[config.mk]
export PLATFORM = sky130hd
export DESIGN_NAME = ram_read_streamer_flat
export DESIGN_NICKNAME = d
export VERILOG_FILES = /design/src/rtl/ram_stream_pkg.sv /design/src/rtl/ram_read_streamer_if.sv /design/src/rtl/ram_stream_skid_fifo.sv /design/src/rtl/ram_read_streamer.sv /design/src/flat_wrapper.sv
export SDC_FILE = /design/constraint.sdc
export NUM_CORES = 1
export LEC_CHECK = 0
export CAP_MARGIN = 20
export CORE_ASPECT_RATIO = 1.5
export CORE_MARGIN = 5
export CORE_UTILIZATION = 55
export DETAILED_ROUTE_END_ITERATION = 16
export GPL_TIMING_DRIVEN = 0
export HOLD_SLACK_MARGIN = 0.15
export PLACE_DENSITY = 0.83
export SYNTH_ARGS = -nofsm -noshare
export SYNTH_HDL_FRONTEND = slang
export SYNTH_HIERARCHICAL = 1
export SYNTH_SLANG_ARGS = --single-unit
[constraint.sdc]
create_clock -name clk -period 8.7 [get_ports clk]
set_input_delay 1.74 -clock clk [delete_from_list [all_inputs] [get_ports clk]]
set_output_delay 1.74 -clock clk [all_outputs]
set_load 0.05 [all_outputs]
[src/rtl/ram_stream_pkg.sv]
// rtl/ram_stream_pkg.sv - shared types and constants for the RAM read streamer
package ram_stream_pkg;

  typedef enum logic [1:0] {IDLE, RUN, DRAIN} rs_state_t;

  localparam int SKID_DEPTH = 2;
  localparam int SKID_CW    = $clog2(SKID_DEPTH + 1);

endpackage

[src/rtl/ram_read_streamer_if.sv]
// rtl/ram_read_streamer_if.sv - command, RAM read port and output stream bundle
interface ram_read_streamer_if #(
  parameter int AWIDTH = 5,
  parameter int DWIDTH = 8
);
  logic              start;
  logic [AWIDTH-1:0] start_addr;
  logic [AWIDTH:0]   start_len;
  logic              busy;
  logic              done;
  logic              renable;
  logic [AWIDTH-1:0] raddr;
  logic [DWIDTH-1:0] rdata;
  logic              out_valid;
  logic              out_ready;
  logic [DWIDTH-1:0] out_data;
  logic              out_last;

  modport master (
    input  start, start_addr, start_len, rdata, out_ready,
    output busy, done, renable, raddr, out_valid, out_data, out_last
  );

  modport slave (
    output start, start_addr, start_len, rdata, out_ready,
    input  busy, done, renable, raddr, out_valid, out_data, out_last
  );
endinterface

[src/rtl/ram_stream_skid_fifo.sv]
// rtl/ram_stream_skid_fifo.sv - two-entry FIFO with registered head output
module ram_stream_skid_fifo
  import ram_stream_pkg::*;
#(
  parameter int WIDTH = 9
) (
  input  logic               clk,
  input  logic               rst,
  input  logic               push_i,
  input  logic [WIDTH-1:0]   din_i,
  input  logic               pop_i,
  output logic [WIDTH-1:0]   dout_o,
  output logic [SKID_CW-1:0] count_o,
  output logic               empty_o
);

  logic [WIDTH-1:0]   head_q;
  logic [WIDTH-1:0]   tail_q;
  logic [SKID_CW-1:0] count_q;

  // head_q is always the oldest entry, so the output never passes through logic.
  always_ff @(posedge clk) begin
    if (rst) begin
      head_q  <= '0;
      tail_q  <= '0;
      count_q <= '0;
    end else begin
      case ({push_i, pop_i})
        2'b10: begin
          if (count_q == '0) head_q <= din_i;
          else               tail_q <= din_i;
          count_q <= count_q + SKID_CW'(1);
        end
        2'b01: begin
          head_q  <= tail_q;
          count_q <= count_q - SKID_CW'(1);
        end
        2'b11: begin
          if (count_q == SKID_CW'(1)) begin
            head_q <= din_i;
          end else begin
            head_q <= tail_q;
            tail_q <= din_i;
          end
        end
        default: ;
      endcase
    end
  end

  assign dout_o  = head_q;
  assign count_o = count_q;
  assign empty_o = (count_q == '0);

endmodule

[src/rtl/ram_read_streamer.sv]
// rtl/ram_read_streamer.sv - burst reader from a synchronous RAM into a valid/ready stream
module ram_read_streamer
  import ram_stream_pkg::*;
#(
  parameter int DEPTH  = 32,
  parameter int AWIDTH = $clog2(DEPTH),
  parameter int DWIDTH = 8
) (
  input logic                 clk,
  input logic                 rst,
  ram_read_streamer_if.master bus
);

  rs_state_t         state_q;
  logic [AWIDTH-1:0] addr_q, addr_d;
  logic [AWIDTH:0]   len_q;
  logic [AWIDTH:0]   issued_q, issued_d;
  logic              inflight_q;
  logic              inflight_last_q;
  logic              done_q;

  logic [SKID_CW-1:0] fifo_count;
  logic               fifo_empty;
  logic [DWIDTH:0]    fifo_dout;
  logic               pop;
  logic               issue_last;
  logic               renable;
  logic [2:0]         occupancy;

  assign pop        = !fifo_empty && bus.out_ready;
  assign issued_d   = issued_q + (AWIDTH + 1)'(1);
  assign issue_last = (issued_d == len_q);
  assign addr_d     = (addr_q == AWIDTH'(DEPTH - 1)) ? '0 : addr_q + AWIDTH'(1);

  // Words already queued or still coming out of the RAM must leave room for this read.
  assign occupancy = 3'(fifo_count) + 3'(inflight_q) - 3'(pop);
  assign renable   = (state_q == RUN) && (issued_q < len_q) && (occupancy < 3'(SKID_DEPTH));

  always_ff @(posedge clk) begin
    if (rst) begin
      state_q         <= IDLE;
      addr_q          <= '0;
      len_q           <= '0;
      issued_q        <= '0;
      inflight_q      <= 1'b0;
      inflight_last_q <= 1'b0;
      done_q          <= 1'b0;
    end else begin
      inflight_q      <= renable;
      inflight_last_q <= renable && issue_last;
      done_q          <= 1'b0;
      case (state_q)
        IDLE: begin
          if (bus.start) begin
            if (bus.start_len != '0) begin
              addr_q   <= bus.start_addr;
              len_q    <= bus.start_len;
              issued_q <= '0;
              state_q  <= RUN;
            end else begin
              done_q <= 1'b1;
            end
          end
        end
        RUN: begin
          if (renable) begin
            addr_q   <= addr_d;
            issued_q <= issued_d;
            if (issue_last) state_q <= DRAIN;
          end
        end
        DRAIN: begin
          if (pop && fifo_dout[DWIDTH]) begin
            state_q <= IDLE;
            done_q  <= 1'b1;
          end
        end
        default: state_q <= IDLE;
      endcase
    end
  end

  ram_stream_skid_fifo #(.WIDTH(DWIDTH + 1)) u_fifo (
    .clk     (clk),
    .rst     (rst),
    .push_i  (inflight_q),
    .din_i   ({inflight_last_q, bus.rdata}),
    .pop_i   (pop),
    .dout_o  (fifo_dout),
    .count_o (fifo_count),
    .empty_o (fifo_empty)
  );

  assign bus.renable   = renable;
  assign bus.raddr     = addr_q;
  assign bus.busy      = (state_q != IDLE);
  assign bus.done      = done_q;
  assign bus.out_valid = !fifo_empty;
  assign bus.out_data  = fifo_dout[DWIDTH-1:0];
  // A stale tag can sit in the head register once the FIFO drains.
  assign bus.out_last  = fifo_dout[DWIDTH] && !fifo_empty;

endmodule

[src/flat_wrapper.sv]
// flat-port wrapper written by rule: the top's interface ports become plain ports
module ram_read_streamer_flat import ram_stream_pkg::*;
#(
  parameter int DEPTH  = 32,
  parameter int AWIDTH = $clog2(DEPTH),
  parameter int DWIDTH = 8
)
  (clk, rst, bus_start, bus_start_addr, bus_start_len, bus_rdata, bus_out_ready, bus_busy, bus_done, bus_renable, bus_raddr, bus_out_valid, bus_out_data, bus_out_last);
  ram_read_streamer_if #(.AWIDTH(AWIDTH), .DWIDTH(DWIDTH)) bus_i ();
  input logic clk;
  input logic rst;
  input wire logic [$bits(bus_i.start)-1:0] bus_start;
  input wire logic [$bits(bus_i.start_addr)-1:0] bus_start_addr;
  input wire logic [$bits(bus_i.start_len)-1:0] bus_start_len;
  input wire logic [$bits(bus_i.rdata)-1:0] bus_rdata;
  input wire logic [$bits(bus_i.out_ready)-1:0] bus_out_ready;
  output wire logic [$bits(bus_i.busy)-1:0] bus_busy;
  output wire logic [$bits(bus_i.done)-1:0] bus_done;
  output wire logic [$bits(bus_i.renable)-1:0] bus_renable;
  output wire logic [$bits(bus_i.raddr)-1:0] bus_raddr;
  output wire logic [$bits(bus_i.out_valid)-1:0] bus_out_valid;
  output wire logic [$bits(bus_i.out_data)-1:0] bus_out_data;
  output wire logic [$bits(bus_i.out_last)-1:0] bus_out_last;
  assign bus_i.start = bus_start;
  assign bus_i.start_addr = bus_start_addr;
  assign bus_i.start_len = bus_start_len;
  assign bus_i.rdata = bus_rdata;
  assign bus_i.out_ready = bus_out_ready;
  assign bus_busy = bus_i.busy;
  assign bus_done = bus_i.done;
  assign bus_renable = bus_i.renable;
  assign bus_raddr = bus_i.raddr;
  assign bus_out_valid = bus_i.out_valid;
  assign bus_out_data = bus_i.out_data;
  assign bus_out_last = bus_i.out_last;
  ram_read_streamer #(.DEPTH(DEPTH), .AWIDTH(AWIDTH), .DWIDTH(DWIDTH)) u_core (.clk(clk), .rst(rst), .bus(bus_i));
endmodule
; Word-level counts from Yosys, hierarchy flattened
; Index checks and enable logic that the tools add are counted.
[totals]
register_bits = 42
in_bits = 23
word_cells = 80
[classes]
n_addsub = 6
n_lt_le_gt_ge = 2
eq_ne = 16
mux = 26
reduce_logical = 20
[ops]
columns = cell, n
row1 = $mux 9, 4
row2 = $pmux 9 s3, 1
row3 = $mux 5, 4
row4 = $mux 6, 3
row5 = $pmux 9 s2, 1
row6 = $pmux 6 s2, 1
row7 = $mux 2, 5
row8 = $ne 2x1->1 const B, 5
row9 = $pmux 5 s2, 1
row10 = $reduce_bool 2->1, 4
row11 = $add 6x1->6 const B, 1
row12 = $eq 2x1->1 const B, 3
row13 = $eq 2x2->1 const B, 3
row14 = $eq 6x6->1, 1
row15 = $logic_and 1x1->1, 6
row16 = $lt 6x6->1, 1
row17 = $ne 2x2->1 const B, 3
row18 = $pmux 2 s3, 1
row19 = $reduce_and 3->1, 2
row20 = $reduce_bool 6->1, 1
row21 = $add 5x1->5 const B, 1
row22 = $eq 5x5->1 const B, 1
row23 = $reduce_and 5->1, 1
row24 = $logic_not 2->1, 2
row25 = 12 further kinds, 14

; Longest topological paths before layout
; Gate-level depths: netlist of run 1.
[depth]
ltp_word = 8
ltp_mapped = 12
ltp_nobuf = 12

; Cells and area by module
; Netlist of run 1, hierarchy kept.
[by_module_without_submodules]
columns = module, n_inst, cells_per_inst, area_per_inst_um2
row1 = ram_read_streamer, 1, 166, 1362.6
row2 = ram_stream_skid_fifo, 1, 118, 1007.2

; Worst setup path after synthesis of run 1
; No wires, ideal clock.
[synth_path]
path_kind = input to output
from = in bus_out_ready
to = out bus_renable
arrival_ns = 4.000
slack_ns = 2.960
cell_stages = 8
path_cell_list = nor2b_1 nor2b_1 o21ai_0 fa_1 nand4bb_1 a211o_1 or3_1 inv_1
[synth_via]
elab_chain_cells = 4
[synth_lines]
columns = element, line_no
row1 = start: declaration, flat_wrapper.sv:16  ; input wire logic [$bits(bus_i.out_ready)-1:0] bus_out_ready;
row2 = $logic_and 1x1->1, ram_read_streamer.sv:30  ; assign pop = !fifo_empty && bus.out_ready;
row3 = $sub 3x1->3, ram_read_streamer.sv:36  ; assign occupancy = 3'(fifo_count) + 3'(inflight_q) - 3'(pop);
row4 = $lt 3x2->1, ram_read_streamer.sv:37  ; assign renable = (state_q == RUN) && (issued_q < len_q) && (occupancy < 3'(SKID_DEPTH));
row5 = $logic_and 1x1->1, ram_read_streamer.sv:37
row6 = end: declaration, flat_wrapper.sv:19  ; output wire logic [$bits(bus_i.renable)-1:0] bus_renable;
; No other way between the ends.

; Final worst setup path of run 1
[layout_path]
from = in bus_out_ready
to = out bus_renable
[layout_via]
elab_chain_cells = 4
[layout_lines]
columns = element, line_no
row1 = $logic_and 1x1->1, ram_read_streamer.sv:30
row2 = via u_core.pop, ram_read_streamer.sv:25  ; logic pop;
row3 = $sub 3x1->3, ram_read_streamer.sv:36
row4 = $lt 3x2->1, ram_read_streamer.sv:37
row5 = $logic_and 1x1->1, ram_read_streamer.sv:37
; The timed path passes the listed nets, and every way through them passes these cells.

==> run_results.csv, run 1 <==
group,metric,value,unit
floorplan,core,4210,µm²
logic_synthesis,async_flop_share,0,%
timing,clock_skew,0.00390,ns
timing,slew_viol_final,0,
logic_synthesis,synth_xor_area_share,4.44,%
worst_setup_path,crit_path_start,"bus_out_ready",
timing,rsz0062_at_grt,"no",
finish,nFillCells,372,
clock_tree,clk_pin_slew,0.08,ns
floorplan,io_pins,41,
finish,finish.utilization,69.4,%
clock_tree,numCtsBuffers,5,
route,drt-pass1-iter-count,4,
finish,drive_above_1_share,5.72,%
logic_synthesis,yosys-top-cells-area,"dfxtp_1, ha_1, a21oi_1",
timing,max_slew_margin,53.5,%
logic_synthesis,synth-adder-area-share,8.76,%
logic_synthesis,synthCells,284,
logic_synthesis,yosysSeqAreaShare,35.5,%
timing,finalSetupTns,0,ns
floorplan,dieArea,5750,µm²
power_and_ir_drop,vdd_drop_max,193,µV
timing,setup_ws,1.60,ns
clock_tree,root_buffer,"clkbuf_8",
route,drc,0,
clock_tree,hold_buffers,0,
worst_setup_path,r2r.worst_path.cells,11,
min_path,holdCritStartpoint,"u_core/u_fifo/tail_q[5]",
timing,setup_viol_count_final,0,
power_and_ir_drop,p_total,690,µW
logic_synthesis,netlist.area_leader.share,35.5,%
clock_tree,clock-sinks,42,
logic_synthesis,synth_top_family_by_area,"compound AO/OA/AOI/OAI gates",
route,wl_per_cell,14.8,µm
route,vias_per_cell,6.08,
grt,use_met3,4.23,%
grt,antenna_found_initial,0,
grt,top_usage_layer,"met2",
finish,nets,370,
worst_setup_path,r2r_end,"u_core/bus.raddr[2]",
grt,grtUsageMet2,37.3,%
clock_tree,clk_latency,0.29,ns
worst_setup_path,rr_startpoint,"u_core/u_fifo/count_o[0]",
placed_design,io_buffers,40,
route,drtIter0Drc,98,
logic_synthesis,synth_nets,323,
placed_design,place_ws,1.62,ns
finish,area_growth_syn_to_layout,23.3,%
logic_synthesis,synth_compound_area_share,26.5,%
logic_synthesis,yosys.area_share.simple,18.5,%
finish,insertedDiodeCount,0,
logic_synthesis,synth_flop_cell,"dfxtp_1",
floorplan,die_h,90.4,µm
clock_tree,ctsHtreeMaxLevel,2,
worst_setup_path,critPathMaxFanout,5,
grt,first_global_vias,2353,
run,cap_viol_max_count,0,
worst_setup_path,r2r_setup_slack,5.06,ns
route,wl,5580,µm
clock_tree,cts_resized,0,
logic_synthesis,yosysWarnings,6,
clock_tree,clk_path_buf_depth,2,
worst_setup_path,crit_path_end,"bus_renable",
status,status,"complete, no violations",
timing,finalHoldViolCount,0,
grt,grt_max_degree,14,
worst_setup_path,cp.required,6.96,ns
placed_design,dpl.hpwl,4400,µm
grt,overflow,0,
worst_setup_path,start_kind,"input pin",
grt,grt_usage,19.8,%
floorplan,num_rows,29,
logic_synthesis,synthesis.area,2370,µm²
floorplan,start_util,56.3,%
power_and_ir_drop,p_per_area,236,nW/µm²
logic_synthesis,syn_area_per_cell,8.34,µm²
finish,register_area,841,µm²
route,vias,2298,
logic_synthesis,synth_edf_count,0,
min_path,hold_class,"reg2reg",
logic_synthesis,yosysMostFrequentCell,"dfxtp_1",
worst_setup_path,end_kind,"primary output",
logic_synthesis,synth-seq-cells,42,
worst_setup_path,crit_arrival,5.36,ns
clock_tree,cts_tree,"yes",
timing,fin_crit,7.10,ns
finish,multi_input_comb_area,1390,µm²
grt,grt_pass1_wl,9810,µm
grt,use_met1,19.6,%
placed_design,place_congestion,0.897,
logic_synthesis,yosys-top-cells-count,"dfxtp_1, a21oi_1, o21ai_0",
floorplan,die_w,63.6,µm
timing,period_share,81.6,%
worst_setup_path,critical_path_class,"in2out",
power_and_ir_drop,p_leak,0.00108,µW
route,drtAntennaViolNets,0,
logic_synthesis,synth.area.mux_share,0.422,%
logic_synthesis,yosys.cell_types.count,48,
logic_synthesis,synth_top_cell_by_area,"dfxtp_1",
clock_tree,postCtsSetupBuffers,0,
timing,tightest_slew,0.698,ns
timing,fmax,0.141,GHz
area by class of cell:
type | count | share of cell area (%)
flip-flops and latches | 42 | 28.8
plain buffers | 14 | 2.57
inverters | 17 | 2.18
multi-input cells | 211 | 47.6
clock inverters | 2 | 0.428
clock buffers | 6 | 2.83
repair buffers | 40 | 13.7
well taps | 46 | 1.97
how the worst min path moves through the flow:
stage                                    endpoint  cells after the start  slack, ns
final                     u_core/u_fifo/tail_q[5]                      2       0.48
after detailed placement  u_core/u_fifo/tail_q[5]                      2       0.47
after global placement    u_core/u_fifo/tail_q[8]                      2       0.46
after floorplan           u_core/u_fifo/tail_q[8]                      2       0.44
after global routing      u_core/u_fifo/tail_q[0]                      2       0.50
after CTS                 u_core/u_fifo/tail_q[5]                      2       0.48
state kept, by name (all words and copies together) (netlist names):
name                    flops
u_core/len_q                6
u_core/issued_q             6
u_core/bus.raddr            5
u_core/u_fifo/count_o       2
u_core/u_fifo/tail_q        9
u_core/inflight_q           1
u_core/inflight_last_q      1
u_core/u_fifo/dout_o        9
u_core/state_q              2
u_core/bus.done             1
kinds of logic after synthesis:
logic type	count (synthesis)
compound gates	101
xor+xnor	12
fa+ha+maj	16
buf+inv	31
flops	42
mux	1
simple gates	81
metrics by stage:
| step | area (µm²) | hold slack (ns) | instances |
|---|---|---|---|
| 5_1_grt | 2920 | 0.501 | 378 |
| 6_report | 2920 | 0.479 | 378 |
| 4_1_cts | 2920 | 0.479 | 378 |
| 3_5_place_dp | 2830 | 0.466 | 370 |
| 2_1_floorplan | 2370 | 0.440 | 284 |
| 3_3_place_gp | 2830 | 0.458 | 370 |
per-layer routing:
metal,vias to the layer above,share of wire (%),wire [µm]
li1,1132,-,-
met1,1102,37,2070
met2,49,57,3170
met3,15,3.7,209
met4,0,2.4,134
met5,-,0,0
report_power, final:
part	switching [µW]	internal (µW)	total, µW
clock network	66.3	63.8	130
logic	193	119	312
registers	23.2	224	247
placed cells by master, fill, tap and decap left out, types with 2 or more instances in the layout:
master	instances
or3_1	5
buf_6	3
dfxtp_1	42
clkdlybuf4s50_1	40
xor2_1	7
a22oi_1	2
nand3_1	12
nor3_1	3
nor3b_1	2
clkbuf_8	6
clkbuf_1	10
nor4_1	2
inv_1	17
nand2_1	8
a21oi_1	35
and2_1	2
o31ai_1	2
or2_2	4
a311oi_1	13
nor2_1	21
o31a_1	3
ha_1	15
or4_1	2
nor2b_1	6
a211oi_1	4
nand2b_1	3
xnor2_1	5
o21ai_0	34
critical path: stages:
cell	delay [ns]
clkdlybuf4s50_1	0.47
nor2b_1	0.30
nor2b_1	0.25
o21ai_0	0.14
fa_1	0.51
nand4bb_1	0.13
a211o_1	0.32
or3_1	0.48
inv_1	0.18
clkdlybuf4s50_1	0.83
Power figures use the tool's default switching activity.
==> run 2: changes to the inputs <==
--- a/config.mk
+++ b/config.mk
@@ -8,11 +8,11 @@
 export CAP_MARGIN = 20
 export CORE_ASPECT_RATIO = 1.5
 export CORE_MARGIN = 5
-export CORE_UTILIZATION = 55
+export CORE_UTILIZATION = 48
 export DETAILED_ROUTE_END_ITERATION = 16
 export GPL_TIMING_DRIVEN = 0
 export HOLD_SLACK_MARGIN = 0.15
-export PLACE_DENSITY = 0.83
+export PLACE_DENSITY = 0.76
 export SYNTH_ARGS = -nofsm -noshare
 export SYNTH_HDL_FRONTEND = slang
 export SYNTH_HIERARCHICAL = 1
==> constraint.sdc (replaced) <==
create_clock -name clk -period 6.2 [get_ports clk]
set_input_delay 1.24 -clock clk [delete_from_list [all_inputs] [get_ports clk]]
set_output_delay 1.24 -clock clk [all_outputs]
set_load 0.05 [all_outputs]
==> run_results.csv, run 2 (synthesis results as in run 1) <==
group,metric,value,unit
status,status,"complete, no violations",
grt,first_global_vias,2181,
timing,finalSetupTns,0,ns
finish,drive_above_1_share,5.72,%
floorplan,die_h,96.1,µm
finish,layout_commonest_cell,"dfxtp_1",
power_and_ir_drop,p_per_area,348,nW/µm²
route,wl_per_cell,13.8,µm
floorplan,io_pins,41,
grt,antenna_found_initial,0,
clock_tree,clk_path_buf_depth,2,
clock_tree,ctsHtreeMaxLevel,2,
floorplan,num_rows,31,
clock_tree,clk_pin_slew,0.08,ns
route,drc,0,
worst_setup_path,critical_path_class,"in2out",
clock_tree,clk_latency,0.29,ns
finish,finish.utilization,62.2,%
timing,slew_viol_final,0,
timing,clock_skew,0.00855,ns
route,vias_per_cell,5.55,
grt,grt_pass1_wl,9490,µm
clock_tree,root_buffer,"clkbuf_8",
worst_setup_path,critPathMaxFanout,5,
min_path,hold_class,"reg2reg",
placed_design,place_congestion,0.794,
placed_design,dpl.hpwl,4250,µm
clock_tree,cts_tree,"yes",
worst_setup_path,rr_startpoint,"u_core/u_fifo/count_o[0]",
worst_setup_path,crit_path_end,"bus_renable",
timing,rsz0062_at_grt,"no",
worst_setup_path,crit_arrival,4.49,ns
finish,insertedDiodeCount,0,
clock_tree,clock-sinks,42,
grt,overflow,0,
floorplan,core,4810,µm²
timing,setup_viol_count_final,0,
timing,finalHoldViolCount,0,
route,vias,2208,
worst_setup_path,crit_path_start,"bus_out_ready",
placed_design,io_buffers,40,
route,drt-pass1-iter-count,4,
worst_setup_path,r2r_end,"u_core/state_q[0]",
power_and_ir_drop,vdd_drop_max,157,µV
floorplan,start_util,49.3,%
timing,period_share,92.4,%
grt,grt_max_degree,15,
power_and_ir_drop,p_leak,0.00112,µW
floorplan,die_w,67.4,µm
timing,fmax,0.175,GHz
finish,area_growth_syn_to_layout,26.3,%
clock_tree,postCtsSetupBuffers,0,
worst_setup_path,cp.required,4.96,ns
worst_setup_path,r2r_setup_slack,2.62,ns
worst_setup_path,r2r.worst_path.cells,11,
finish,final_cell_mix,"dfxtp_1, clkdlybuf4s50_1, a21oi_1, o21ai_0, nor2_1",
timing,fin_crit,5.73,ns
timing,max_slew_margin,51.7,%
worst_setup_path,end_kind,"primary output",
route,drtIter0Drc,90,
route,drtAntennaViolNets,0,
finish,nets,370,
worst_setup_path,start_kind,"input pin",
timing,tightest_slew,0.724,ns
run,cap_viol_max_count,0,
floorplan,dieArea,6470,µm²
clock_tree,numCtsBuffers,5,
route,wl,5510,µm
grt,grt_usage,18.6,%
run 2: cell types whose count changed in the layout (fill, tap and decap cells not counted):
cell | previous run | this run
bufinv_16 | 0 | 2
clkbuf_8 | 6 | 5
clkdlybuf4s50_1 | 40 | 39
clkinv_2 | 1 | 0
clkinv_4 | 0 | 1
clkinvlp_4 | 1 | 0
dlymetal6s2s_1 | 0 | 1
run 2: worst min path at each step:
stage	from	cells past startpoint	end
final	u_core/u_fifo/tail_q[7]	2	u_core/u_fifo/tail_q[7]
after global routing	u_core/u_fifo/tail_q[6]	2	u_core/u_fifo/tail_q[6]
after CTS	u_core/u_fifo/tail_q[2]	2	u_core/u_fifo/tail_q[2]
after detailed placement	u_core/u_fifo/tail_q[2]	2	u_core/u_fifo/tail_q[2]
after global placement	u_core/u_fifo/tail_q[4]	2	u_core/u_fifo/tail_q[4]
after floorplan	u_core/inflight_last_q	2	u_core/u_fifo/tail_q[8]
run 2: critical path, stage by stage:
cell and delay, ns:
clkdlybuf4s50_1 0.47, nor2b_1 0.29, nor2b_1 0.25, o21ai_0 0.14, fa_1 0.51, nand4bb_1 0.15
a211o_1 0.33, or3_1 0.47, inv_1 0.19, dlymetal6s2s_1 0.45
run 2: routing by layer:
metal	vias to the layer above	part of all wire [%]	global-route usage [%]
li1	1127	-	-
met2	50	56	35.6
met4	0	2.6	7.78
met3	15	3.9	3.39
met5	-	0	0
met1	1016	37	19.3
run 2: repair_timing:
item	in CTS	in global routing
endpoints found under the setup margin	0	1
hold buffers	0	0
gates resized for setup	0	1
run 2: metrics by stage:
| stage | instances | cell area, µm² | setup WS [ns] | total power [µW] | hold WS, ns |
|---|---|---|---|---|---|
| 2_1_floorplan | 284 | 2370 | 1.46 | 661 | 0.440 |
| 3_3_place_gp | 390 | 2850 | 0.165 | 781 | 0.459 |
| 3_5_place_dp | 390 | 2850 | 0.172 | 788 | 0.465 |
| 4_1_cts | 398 | 2990 | 0.0930 | 1050 | 0.479 |
| 5_1_grt | 398 | 2990 | 0.198 | 1110 | 0.508 |
| 6_report | 398 | 2990 | 0.471 | 1040 | 0.478 |
run 2: power breakdown:
group          leakage [µW]  internal, µW  switching (µW)  total [µW]
clock network     0.0000683           161            98.9         260
registers          0.000342           315            32.4         347
logic              0.000707           167             268         435
run 2: cell type report:
class                   count  area, µm²
clock inverters             3       68.8
inverters                  17       63.8
multi-input cells         211       1390
repair buffers             40        403
well taps                  66       82.6
plain buffers              14       75.1
clock buffers               5       68.8
flip-flops and latches     42        841
fillers                   460       1820
